### src/rtl/tff_counter_pkg.sv
// Shared constants for the T flip-flop counter family.
// Direction and wrap/saturate mode encodings.
package tff_counter_pkg;

    localparam logic DIR_UP   = 1'b1;
    localparam logic DIR_DOWN = 1'b0;

    localparam int MODE_WRAP = 0;
    localparam int MODE_SAT  = 1;

endpackage

### src/rtl/tff_counter_cell.sv
// One T flip-flop with sync reset, clear and load.
// qbar is its own register so it never lags q.
module tff_counter_cell
    import tff_counter_pkg::*;
(
    input  logic clk,
    input  logic rst,
    input  logic clr,
    input  logic ld,
    input  logic ld_val,
    input  logic t,
    output logic q,
    output logic qbar
);

    // Priority: reset, clear, load, then toggle.
    always_ff @(posedge clk) begin
        if (rst) begin
            q    <= 1'b0;
            qbar <= 1'b1;
        end else if (clr) begin
            q    <= 1'b0;
            qbar <= 1'b1;
        end else if (ld) begin
            q    <= ld_val;
            qbar <= ~ld_val;
        end else if (t) begin
            q    <= ~q;
            qbar <= q;
        end
    end

endmodule

### src/rtl/tff_counter.sv
// Up/down counter from a bank of T flip-flop cells.
// Wrap or saturate at the limit, with tc and a wrap pulse.
module tff_counter
    import tff_counter_pkg::*;
#(
    parameter int WIDTH    = 8,
    parameter int SATURATE = MODE_WRAP
) (
    input  logic             clk,
    input  logic             rst,
    input  logic             clear,
    input  logic             load,
    input  logic [WIDTH-1:0] load_val,
    input  logic             en,
    input  logic             up,
    output logic [WIDTH-1:0] q,
    output logic [WIDTH-1:0] qbar,
    output logic             tc,
    output logic             wrap
);

    localparam logic SAT_EN = (SATURATE == MODE_SAT);

    logic             dir_up;
    logic [WIDTH:0]   chain;
    logic [WIDTH-1:0] t;
    logic             cnt;

    assign dir_up   = (up == DIR_UP);
    assign chain[0] = 1'b1;

    // chain[i] is 1 when all lower bits sit at the
    // direction's carry/borrow value; chain[WIDTH] is tc.
    assign tc  = chain[WIDTH];
    assign cnt = en & ~(SAT_EN & tc);

    genvar i;
    generate
        for (i = 0; i < WIDTH; i++) begin : g_bit
            assign chain[i+1] = chain[i]
                              & (dir_up ? q[i] : ~q[i]);
            assign t[i] = cnt & chain[i];

            tff_counter_cell u_cell (
                .clk    (clk),
                .rst    (rst),
                .clr    (clear),
                .ld     (load),
                .ld_val (load_val[i]),
                .t      (t[i]),
                .q      (q[i]),
                .qbar   (qbar[i])
            );
        end
    endgenerate

    // Pulse one cycle after an edge that rolled past the limit.
    always_ff @(posedge clk) begin
        if (rst || clear || load) begin
            wrap <= 1'b0;
        end else begin
            wrap <= en & tc & ~SAT_EN;
        end
    end

endmodule
### config.mk
export PLATFORM = sky130hd
export DESIGN_NAME = tff_counter
export DESIGN_NICKNAME = d
export VERILOG_FILES = /design/src/rtl/tff_counter_pkg.sv /design/src/rtl/tff_counter_cell.sv /design/src/rtl/tff_counter.sv
export SDC_FILE = /design/constraint.sdc
export NUM_CORES = 1
export LEC_CHECK = 0
export CORE_MARGIN = 3
export CORE_UTILIZATION = 45
export CTS_BUF_LIST = sky130_fd_sc_hd__clkbuf_4
export DETAILED_ROUTE_END_ITERATION = 16
export PLACE_DENSITY_LB_ADDON = 0.2
export SYNTH_ARGS = -nofsm -noshare
export SYNTH_HDL_FRONTEND = slang
export SYNTH_SLANG_ARGS = --single-unit
### constraint.sdc
create_clock -name clk -period 3.51 [get_ports clk]
set_input_delay 0.702 -clock clk [delete_from_list [all_inputs] [get_ports clk]]
set_output_delay 0.702 -clock clk [all_outputs]
set_load 0.02 [all_outputs]
==> results of run 1 <==
==> sequential cells by signal (all words and copies together), names as in the netlist <==
name               count
g_bit.u_cell.q         8
g_bit.u_cell.qbar      8
wrap                   1
==> stage by stage <==
stage	hold WS, ns	total power (uW)	utilization
4_1_cts	0.538	427	0.581
2_1_floorplan	0.493	287	-
3_5_place_dp	0.516	319	0.569
5_1_grt	0.596	451	0.581
6_report	0.530	422	0.581
3_3_place_gp	0.516	317	0.569
==> Yosys cell counts (all sizes together) (2+ instances only) <==
cell type  number  area share
nand2           9       0.031
mux2            2       0.021
and3           10       0.058
mux2i           3       0.028
xor2            2       0.016
or2             2       0.012
nand4           2       0.012
a211oi          3       0.021
nor3b           2       0.014
clkbuf          5       0.017
nor3            4       0.019
nand3           3       0.014
dfxtp          17        0.32
a21oi           6       0.028
xnor2           5       0.041
buf            19        0.14
o21a            2       0.014
a2bb2oi         2       0.016
o21ai           9       0.045
nor4            2       0.026
nor2            6       0.021
==> routing by layer <==
| metal | vias to the layer above | track usage | part of all wire |
|---|---|---|---|
| met1 | 397 | 0.224 | 0.48 |
| li1 | 472 | - | - |
| met4 | 0 | 0.0526 | 0.011 |
| met5 | - | 0 | 0 |
| met3 | 2 | 0.0375 | 0.056 |
| met2 | 19 | 0.262 | 0.46 |
==> power groups by stage <==
stage	Sequential, uW	Clock [uW]	Combinational, uW
after floorplan	212	0	75.0
after CTS	213	112	101
after global routing	215	126	110
after detailed placement	218	0	101
final	213	108	101
after global placement	217	0	99.6
==> critical path: stages <==
cell and delay, ns:
clkdlybuf4s50_1 0.45, nor3_1 0.30, a2bb2oi_1 0.16, a21oi_1 0.18, clkdlybuf4s50_1 0.63
==> cell families (layout without fill, tap and decap cells) <==
family,Yosys count,count (layout)
multiplexers,5,5
XOR/XNOR,7,7
AO/OA/AOI/OAI,31,31
AND/OR/NAND/NOR,43,43
flip-flops,17,17
buffers and inverters,25,38
==> path summary, 6_finish.rpt <==
check / start / end / slack [ns] / cells after the start
max: up / tc / 0.39 / 5
min: g_bit[6].u_cell.qbar / g_bit[6].u_cell.qbar / 0.53 / 2
max reg2reg: g_bit[0].u_cell.q / g_bit[4].u_cell.qbar / 1.88 / 4
min reg2reg: g_bit[6].u_cell.qbar / g_bit[6].u_cell.qbar / 0.53 / 2
==> cell type report <==
type	count	area (um^2)
clock buffer	3	22.5
clock inverter	1	5.00
fill	205	936
inverter	1	3.75
multi-input combinational	86	566
sequential	17	340
tap	28	35.0
timing repair buffer	33	325
==> reports/results.tsv, run 1 <==
metric	value	unit
die area	3010	um^2
Inst Count DP	165	
Starting Density	0.482	
pwr dens	325	nW/um^2
Worst Skew	0.00199	ns
commonest non-fill, non-tap cell in the layout	clkdlybuf4s50_1	
Crit Path Max Fanout	3	
Mapped Avg Cell Area	8.41	um^2
Tightest Pin Transition	0.509	ns
Placement Cell Area	1270	um^2
HPWL Detailed	1.61	mm
Pleak	0.000515	uW
Placer Congestion	0.873	
postcts setup bufs	0	
P_sw	126	uW
Clock transition at path regs	0.10	ns
first-pass GRT wire length	3.60	mm
design area	1300	um^2
Startpoint Class	input pin	
Tcrit/Tclk final	0.890	
Die Wd	54.9	um
switching share of power	0.300	
setup TNS	0	ns
Adder-Cell Fraction of Synth Area	0	
simple-gate share of the synthesized area	0.228	
register area share after synthesis	0.316	
total I/O pin count	32	
largest net degree at the start of global routing	17	
Post-Synth XOR/XNOR Area	0.0570	
CTS tree	yes	
post-route ant nets	0	
routed wire length	2.18	mm
internal power	295	uW
chip height	54.9	um
clk sinks	17	
cts repair resizes	0	
Peak Freq	320	MHz
worst endpoint data arrival time	2.42	ns
ys async rst share	0	
predominant post-synthesis flop cell	dfxtp_1	
total track usage	0.166	
VDD IR max	0.246	mV
CP Class	input pin to output port	
Cells after Synth	128	
Worst setup EP type	output port	
Max Root-Sink Buffers	2	
pre-CTS setup slack	0.383	ns
most frequent cells in the layout	clkdlybuf4s50_1, dfxtp_1, and3_1	
status	finished, final reports clean	
number of global-route vias before repair	799	
Seq cells post-synth	17	
multiplexer area fraction after synthesis	0.0488	
Ant. Diodes	0	
port buffer count	31	
Syn Nets	142	
DR pass1 iterations	3	
Slew HR	0.660	
synth-to-layout area growth	20.6	%
Post-synth EDFFs	0	
gr ovfl total	0	
Std-Cell Rows	17	
DRT iter0 DRCs	5	
Comb pwr share	0.238	
Flop pwr share	0.505	
Syn. warnings	0	
final hold vios	0	
cts hold-fix bufs	0	
routed via count	890	
layout cell share with drive strength beyond 1	0.0851	
Clock power frac	0.257	
WL per Instance	12.9	um
Final Setup Violations	0	
Hold WC Path Type	flop to flop	
initial antenna violation count	0	
vias per cell	5.27	
Post-Layout Cell Count	169	
Max Transition Viols Final	0	
drc violations	0	
RSZ-0062 raised after global routing	false	
H-tree Lvls	1	
final worst path period need	3.12	ns
CTS Root Cell	clkbuf_4	
main combinational cell family by area after synthesis	simple AND/OR/NAND/NOR gates	
compound-cell area share of the yosys netlist	0.192	
Req. time, crit path	2.81	ns
Num CTS Buffers	3	
Core ar.	2230	um^2
synth unique cells	39	
worst skew pair latency	0.30	ns
MaxCap Viol Count	0	
NumNets Final	156	
Cell Area, Synth	1080	um^2
worst setup margin	0.385	ns
Power figures use the tool's default switching activity.
==> run 2: changes to the inputs <==
Settings changed: CAP_MARGIN from default to 20.
==> results of run 2 <==
Same layout as run 1: the final DEF is identical, and so are final timing and power.
